### src/rtl/rapid_lsu_pkg.sv
// Shared types for the RAPID load/store unit: cache request encodings, FSM state
// names, decoded request record and funct3 helpers.
package rapid_lsu_pkg;

   localparam int LSU_XLEN   = 32;
   localparam int WORD_WIDTH = LSU_XLEN / 8;

   typedef enum logic {
      CACHE_READ  = 1'b0,
      CACHE_WRITE = 1'b1
   } cache_rw_e;

   typedef enum logic [1:0] {
      CACHE_NOP = 2'd0,
      BYTE      = 2'd1,
      HALF_WORD = 2'd2,
      WORD      = 2'd3
   } cache_operation;

   typedef enum logic [1:0] {
      IDLE = 2'd0,
      REQ  = 2'd1,
      WAIT = 2'd2,
      DONE = 2'd3
   } lsu_state_e;

   localparam logic [2:0] FUNCT3_B  = 3'b000;
   localparam logic [2:0] FUNCT3_H  = 3'b001;
   localparam logic [2:0] FUNCT3_W  = 3'b010;
   localparam logic [2:0] FUNCT3_BU = 3'b100;
   localparam logic [2:0] FUNCT3_HU = 3'b101;

   typedef struct packed {
      logic                store;
      logic [2:0]          funct3;
      logic [LSU_XLEN-1:0] ea;
      logic [LSU_XLEN-1:0] wdata;
      logic [4:0]          rd;
   } lsu_req_s;

   // Halfword lanes follow ea[1] only, so a misaligned halfword folds onto its
   // naturally aligned lane when the trap is disabled.
   function automatic logic [WORD_WIDTH-1:0] lsu_strobe(input logic [2:0] funct3,
                                                        input logic [1:0] ea_lo);
      logic [WORD_WIDTH-1:0] strb;
      strb = '0;
      case (funct3)
         FUNCT3_B, FUNCT3_BU: strb = 4'b0001 << ea_lo;
         FUNCT3_H, FUNCT3_HU: strb = ea_lo[1] ? 4'b1100 : 4'b0011;
         FUNCT3_W:            strb = 4'b1111;
         default:             strb = '0;
      endcase
      return strb;
   endfunction

   function automatic logic lsu_funct3_legal(input logic store, input logic [2:0] funct3);
      logic legal;
      case (funct3)
         FUNCT3_B, FUNCT3_H, FUNCT3_W: legal = 1'b1;
         FUNCT3_BU, FUNCT3_HU:         legal = !store;
         default:                      legal = 1'b0;
      endcase
      return legal;
   endfunction

   function automatic cache_operation lsu_funct3_to_op(input logic [2:0] funct3);
      cache_operation op;
      case (funct3)
         FUNCT3_B, FUNCT3_BU: op = BYTE;
         FUNCT3_H, FUNCT3_HU: op = HALF_WORD;
         FUNCT3_W:            op = WORD;
         default:             op = CACHE_NOP;
      endcase
      return op;
   endfunction

endpackage

### src/rtl/rapid_lsu_align.sv
// Combinational data steering for the LSU: store lane replication and strobes,
// load lane selection with sign or zero extension.
module rapid_lsu_align
   import rapid_lsu_pkg::*;
#(
   parameter int XLEN = LSU_XLEN
) (
   input  logic [2:0]            funct3,
   input  logic [1:0]            ea_lo,
   input  logic [XLEN-1:0]       store_data,
   input  logic [XLEN-1:0]       load_word,
   output logic [XLEN-1:0]       wdata_rep,
   output logic [WORD_WIDTH-1:0] wstrb,
   output logic [XLEN-1:0]       load_data
);

   logic [7:0]  byte_sel;
   logic [15:0] half_sel;

   assign wstrb    = lsu_strobe(funct3, ea_lo);
   assign byte_sel = load_word[{ea_lo, 3'b000} +: 8];
   assign half_sel = ea_lo[1] ? load_word[31:16] : load_word[15:0];

   always_comb begin
      wdata_rep = store_data;
      case (funct3)
         FUNCT3_B: wdata_rep = {(XLEN/8){store_data[7:0]}};
         FUNCT3_H: wdata_rep = {(XLEN/16){store_data[15:0]}};
         default:  wdata_rep = store_data;
      endcase
   end

   always_comb begin
      load_data = load_word;
      case (funct3)
         FUNCT3_B:  load_data = {{(XLEN-8){byte_sel[7]}}, byte_sel};
         FUNCT3_BU: load_data = {{(XLEN-8){1'b0}}, byte_sel};
         FUNCT3_H:  load_data = {{(XLEN-16){half_sel[15]}}, half_sel};
         FUNCT3_HU: load_data = {{(XLEN-16){1'b0}}, half_sel};
         default:   load_data = load_word;
      endcase
   end

endmodule

### src/rtl/rapid_lsu.sv
// RAPID load/store unit: one decoded memory op at a time, IDLE->REQ->WAIT->DONE.
// Optional misalignment trap enabled by defining RAPID_LSU_MISALIGN_TRAP_EN.
module rapid_lsu
   import rapid_lsu_pkg::*;
#(
   parameter int XLEN         = LSU_XLEN,
   parameter int RESP_TIMEOUT = 255
) (
   input  logic                  clk,
   input  logic                  rst,
   input  logic                  req_valid,
   output logic                  req_ready,
   input  logic                  req_store,
   input  logic [2:0]            req_funct3,
   input  logic [XLEN-1:0]       req_base,
   input  logic [XLEN-1:0]       req_offset,
   input  logic [XLEN-1:0]       req_wdata,
   input  logic [4:0]            req_rd,
   output logic                  cache_valid,
   input  logic                  cache_ready,
   output cache_rw_e             cache_rw,
   output cache_operation        cache_op,
   output logic [XLEN-1:0]       cache_addr,
   output logic [XLEN-1:0]       cache_wdata,
   output logic [WORD_WIDTH-1:0] cache_wstrb,
   input  logic                  cache_rvalid,
   input  logic [XLEN-1:0]       cache_rdata,
   output logic                  wb_valid,
   output logic                  wb_we,
   output logic [4:0]            wb_rd,
   output logic [XLEN-1:0]       wb_data,
   output logic                  fault,
   output lsu_state_e            dbg_state
);

   localparam logic [1:0] S_IDLE = 2'd0;
   localparam logic [1:0] S_REQ  = 2'd1;
   localparam logic [1:0] S_WAIT = 2'd2;
   localparam logic [1:0] S_DONE = 2'd3;
   localparam int         TW     = (RESP_TIMEOUT > 1) ? $clog2(RESP_TIMEOUT + 1) : 1;

   logic [1:0]            state_q, state_d;
   lsu_req_s              req_q, req_d;
   logic [XLEN-1:0]       rdata_q, rdata_d;
   logic                  fault_q, fault_d;
   logic [TW-1:0]         timer_q, timer_d;
   logic [TW-1:0]         timer_inc;
   logic [XLEN-1:0]       ea;
   logic                  bad_op;
   logic                  misalign;
   logic                  in_req;
   logic                  in_done;
   logic [XLEN-1:0]       wdata_rep;
   logic [WORD_WIDTH-1:0] strb;
   logic [XLEN-1:0]       load_data;

   assign ea        = req_base + req_offset;
   assign bad_op    = !lsu_funct3_legal(req_store, req_funct3);
   assign timer_inc = timer_q + TW'(1);
   assign in_req    = (state_q == S_REQ);
   assign in_done   = (state_q == S_DONE);

`ifdef RAPID_LSU_MISALIGN_TRAP_EN
   always_comb begin
      misalign = 1'b0;
      case (req_funct3)
         FUNCT3_H, FUNCT3_HU: misalign = ea[0];
         FUNCT3_W:            misalign = |ea[1:0];
         default:             misalign = 1'b0;
      endcase
   end
`else
   assign misalign = 1'b0;
`endif

   // req_valid/req_ready: an op transfers on the edge where both are high;
   // req_ready is high only in IDLE, so a second op waits for the first to retire.
   always_comb begin
      state_d = state_q;
      req_d   = req_q;
      rdata_d = rdata_q;
      fault_d = fault_q;
      timer_d = timer_q;
      case (state_q)
         S_IDLE: begin
            if (req_valid) begin
               req_d.store  = req_store;
               req_d.funct3 = req_funct3;
               req_d.ea     = ea;
               req_d.wdata  = req_wdata;
               req_d.rd     = req_rd;
               rdata_d      = '0;
               timer_d      = '0;
               fault_d      = bad_op || misalign;
               state_d      = (bad_op || misalign) ? S_DONE : S_REQ;
            end
         end
         S_REQ: begin
            if (cache_ready) state_d = S_WAIT;
         end
         S_WAIT: begin
            if (cache_rvalid) begin
               rdata_d = cache_rdata;
               state_d = S_DONE;
            end else if ((RESP_TIMEOUT != 0) && (timer_inc == TW'(RESP_TIMEOUT))) begin
               fault_d = 1'b1;
               state_d = S_DONE;
            end else begin
               timer_d = timer_inc;
            end
         end
         S_DONE:  state_d = S_IDLE;
         default: state_d = S_IDLE;
      endcase
   end

   always_ff @(posedge clk) begin
      if (rst) begin
         state_q <= S_IDLE;
         req_q   <= '0;
         rdata_q <= '0;
         fault_q <= 1'b0;
         timer_q <= '0;
      end else begin
         state_q <= state_d;
         req_q   <= req_d;
         rdata_q <= rdata_d;
         fault_q <= fault_d;
         timer_q <= timer_d;
      end
   end

   rapid_lsu_align #(.XLEN(XLEN)) u_align (
      .funct3     (req_q.funct3),
      .ea_lo      (req_q.ea[1:0]),
      .store_data (req_q.wdata),
      .load_word  (rdata_q),
      .wdata_rep  (wdata_rep),
      .wstrb      (strb),
      .load_data  (load_data)
   );

   // Cache outputs are derived from the latched request, so they hold steady
   // for as long as REQ waits on cache_ready; rst masks the request at once.
   always_comb begin
      cache_valid = in_req && !rst;
      cache_rw    = CACHE_READ;
      cache_op    = CACHE_NOP;
      cache_addr  = '0;
      cache_wdata = '0;
      cache_wstrb = '0;
      if (in_req) begin
         cache_rw    = req_q.store ? CACHE_WRITE : CACHE_READ;
         cache_op    = lsu_funct3_to_op(req_q.funct3);
         cache_addr  = {req_q.ea[XLEN-1:2], 2'b00};
         cache_wdata = req_q.store ? wdata_rep : '0;
         cache_wstrb = strb;
      end
   end

   always_comb begin
      wb_valid = in_done;
      fault    = in_done && fault_q;
      wb_we    = in_done && !fault_q && !req_q.store && (req_q.rd != 5'd0);
      wb_rd    = in_done ? req_q.rd : 5'd0;
      wb_data  = (in_done && !fault_q && !req_q.store) ? load_data : '0;
   end

   assign req_ready = (state_q == S_IDLE);
   assign dbg_state = lsu_state_e'(state_q);

endmodule

### config.mk
export PLATFORM = sky130hd
export DESIGN_NAME = rapid_lsu
export DESIGN_NICKNAME = d
export VERILOG_FILES = /design/src/rtl/rapid_lsu_pkg.sv /design/src/rtl/rapid_lsu_align.sv /design/src/rtl/rapid_lsu.sv
export SDC_FILE = /design/constraint.sdc
export NUM_CORES = 1
export LEC_CHECK = 0
export ABC_CLOCK_PERIOD_IN_PS = 4250
export CORE_MARGIN = 3
export CORE_UTILIZATION = 44
export DETAILED_ROUTE_END_ITERATION = 16
export GPL_TIMING_DRIVEN = 0
export PLACE_DENSITY = 0.77
export SLEW_MARGIN = 20
export SYNTH_ARGS = -nofsm -noshare
export SYNTH_HDL_FRONTEND = slang
export SYNTH_HIERARCHICAL = 1
export SYNTH_SLANG_ARGS = --single-unit
### constraint.sdc
create_clock -name clk -period 4.25 [get_ports clk]
set_input_delay 1.0625 -clock clk [delete_from_list [all_inputs] [get_ports clk]]
set_output_delay 1.0625 -clock clk [all_outputs]
set_load 0.02 [all_outputs]
==> results of run 1 <==
==> worst min-delay path by stage <==
stage | startpoint | end | slack (ns) | cells after the start
2_1_floorplan | req_q[40] | req_q[40] | 0.43 | 2
3_3_place_gp | req_q[57] | req_q[57] | 0.43 | 2
3_5_place_dp | req_q[47] | req_q[47] | 0.44 | 2
4_1_cts | req_q[58] | req_q[58] | 0.45 | 2
5_1_grt | req_q[40] | req_q[40] | 0.47 | 2
6_report | req_q[58] | req_q[58] | 0.45 | 2
==> layout make-up <==
type	instances	area, sq um
plain buffers	77	348
clock buffers	18	429
well taps	225	282
flip-flops and latches	116	2320
inverters	32	120
fillers	1572	6070
clock inverters	14	176
multi-input cells	831	5000
repair buffers	254	2540
==> worst register-to-register path, cell delays in order (launching register included) <==
cell and delay (ns):
dfxtp_1 0.40, ha_1 0.26, nand3_1 0.15, or3_1 0.39
a2111oi_1 0.58, or3_1 0.19, clkbuf_1 0.28, nor2_1 0.08
o21ai_0 0.15, a21oi_1 0.08
==> flip-flops by register name, summed over array words and instances, names as in the netlist <==
| signal | count |
|---|---|
| fault_q | 1 |
| req_q | 73 |
| timer_q | 8 |
| rdata_q | 32 |
| dbg_state | 2 |
==> power breakdown <==
group          internal (mW)  total (mW)  switching [mW]
Combinational          0.791        2.00            1.21
Sequential              1.26        1.40           0.139
Clock                  0.927        1.46           0.536
Total                   2.98        4.87            1.89
==> metrics by stage <==
step                      area [sq um]  setup slack [ns]  hold slack [ns]  util [%]  power [mW]
after floorplan                   7790             0.896            0.427         -        2.66
after detailed placement         10600            -0.623            0.443      61.4        3.40
after global routing             11200            0.0371            0.469      64.9        5.16
final                            11200             0.122            0.449      64.9        4.87
after CTS                        11200             0.120            0.449      64.9        4.87
after global placement           10600            -0.629            0.434      61.4        3.37
==> metal layers <==
metal / vias to the layer above / track usage [%] / share of wire (%)
met5: - / 0 / 0
met4: 0 / 10.7 / 3.2
met3: 55 / 4.69 / 7.1
met2: 367 / 47.4 / 48
met1: 4030 / 34.9 / 42
li1: 4244 / - / -
==> cell usage after synthesis (all sizes together), types with 8 or more instances <==
library cell,number,area [sq um]
nand2,167,634
a21oi,128,641
dfxtp,116,2320
nor2,94,353
and2,77,482
clkbuf,56,210
a22oi,43,323
ha,37,463
and3,33,206
inv,31,116
o21ai,30,150
buf,22,139
a21o,21,159
nand3,19,95.1
mux2,17,191
nor3,16,96.4
mux2i,14,140
nand4,12,75.1
xnor2,11,96.3
xor2,11,96.3
nor2b,9,56.3
o211ai,9,67.6
a211oi,8,60.1
==> cell families after synthesis <==
logic type | count (synthesis)
and+or+nand+nor | 451
AOI/OAI and AO/OA | 286
DFF | 116
buffers and inverters | 110
adders and majority gates | 38
muxes | 32
xor gates and xnor gates | 22
other | 1
==> timing repair <==
item                                   4_1_cts  5_1_grt
setup endpoints to repair                    3        0
gates resized for setup                      3        0
hold buffers                                 0        0
endpoints found under the hold margin        0        0
==> metrics.txt, run 1 <==
Reg2Reg Depth=9; Worst-Skew Late Latency=approximately 0.42 ns; commonest non-fill, non-tap cell in the layout=clkdlybuf4s50_1; slowest stage cell, crit path=clkdlybuf4s50_1; Compound-Gate Fraction of Synth Area=a little under a quarter; setup slack, reg-to-reg=1.56 ns; CP most frequent cell=clkdlybuf4s50_1; port bufs=~250; RSZ-0062 raised after global routing=false; Final HPWL DP=around 22000 um; Period Utilization, post-route=about 97%; crit end category=output port; TritonCTS clock tree=built; mux share of post-synthesis cell area=under 10%; pwr/cell area=434 mW/mm^2; commonest cells after routing, fill and taps aside=clkdlybuf4s50_1, nand2_1, a21oi_1, dfxtp_1, nor2_1; number of synthesized flops with an enable pin=0; leakage=between 4 and 5 nW; placed cell count=around 1500; Netlist cell types=between 60 and 70; minimum clock period=between 4 and 5 ns; Rel. slew slack=between 40 and 50%; Pre-antenna DRT Iters=5; FF+latch count, synth=116; initial antenna violation count=0; Synth Area in Simple Gates=27.8%; crit-path cells=clkdlybuf4s50_1, clkbuf_2, buf_2, nor2_1, clkdlybuf4s50_1; Slew Viols, Final=0; total grt overflow=0; clock sink total=~120; Die Area=0.0193 sq mm; crit path DAT=roughly 3.1 ns; Final Hold Vio Count=0; WL/cell=17.6 um; vias in the first global route=between 8000 and 9000; first-pass GRT wire length=43500 um; Diodes inserted=0; DRC errors left=0; Warnings, synthesis=6; final cell count without fillers=~1600; Syn Std Cell Area=around 0.0078 sq mm; clk buf depth=2; Final nets=1509; reg2reg end=timer_q[5]; chip height=between 100 and 150 um; crit-path max FO=19; max cap viols=0; critical path buffer and inverter count=4; Total Routing Usage GR=27.7%; CTS buffer count=17; Detailed Route Iter0 Violations=613; Vias/cell=5.55; crit path kind=input port to output port; Crit path largest cell delay=approximately 0.58 ns; Fin Setup TNS=0 ns; Root Driver=clkbuf_16; CTS H-Tree Depth=4; GPL Wtd Cong=0.946; Critical Path RT=3.19 ns; Synth Area in Adders=under 10%; initial core utilization=45.0%; fmax=between 200 and 250 MHz; Layout area overhead=44.1%; Syn Area/Cell=7.37 sq um; CP startpoint kind=input port; top_reg_cell synth=dfxtp_1; Routed WL=around 28000 um; Fin Clk Skew=between 0.01 and 0.015 ns; I/O pin total=approximately 260; CP delay by family, top=buffers and inverters; Core Region=0.0173 sq mm; Hold Path Class=register to register; crit path to=cache_valid; largest net degree at the start of global routing=20; die width=139 um; postcts setup bufs=0; site row count=48; Worst-path clk slew=approximately 0.060 ns; status=finished clean; Critical Path Start=rst; final setup vio count=0; vias=about 8700; Slew @ Worst Pin=0.811 ns; RR Startpoint=timer_q[1]; share of cells above drive strength 1=5.44%; XOR/XNOR share of the synthesized area=approximately 2.5%; largest family of logic cells by synthesized area=simple AND/OR/NAND/NOR gates; Async S/R FF share, synth=0%; DRT antenna net count=0; Synth Instances=1056; Worst VDD drop=261 uV; Worst path depth=5; sequential area share after synthesis=29.8%
No activity file was read; power rests on OpenSTA's default activity.
==> run 2, diff against run 1 <==
Settings changed: TNS_END_PERCENT set to 1.
==> results of run 2 <==
No change in the layout: final DEF, timing and power equal those of run 1.
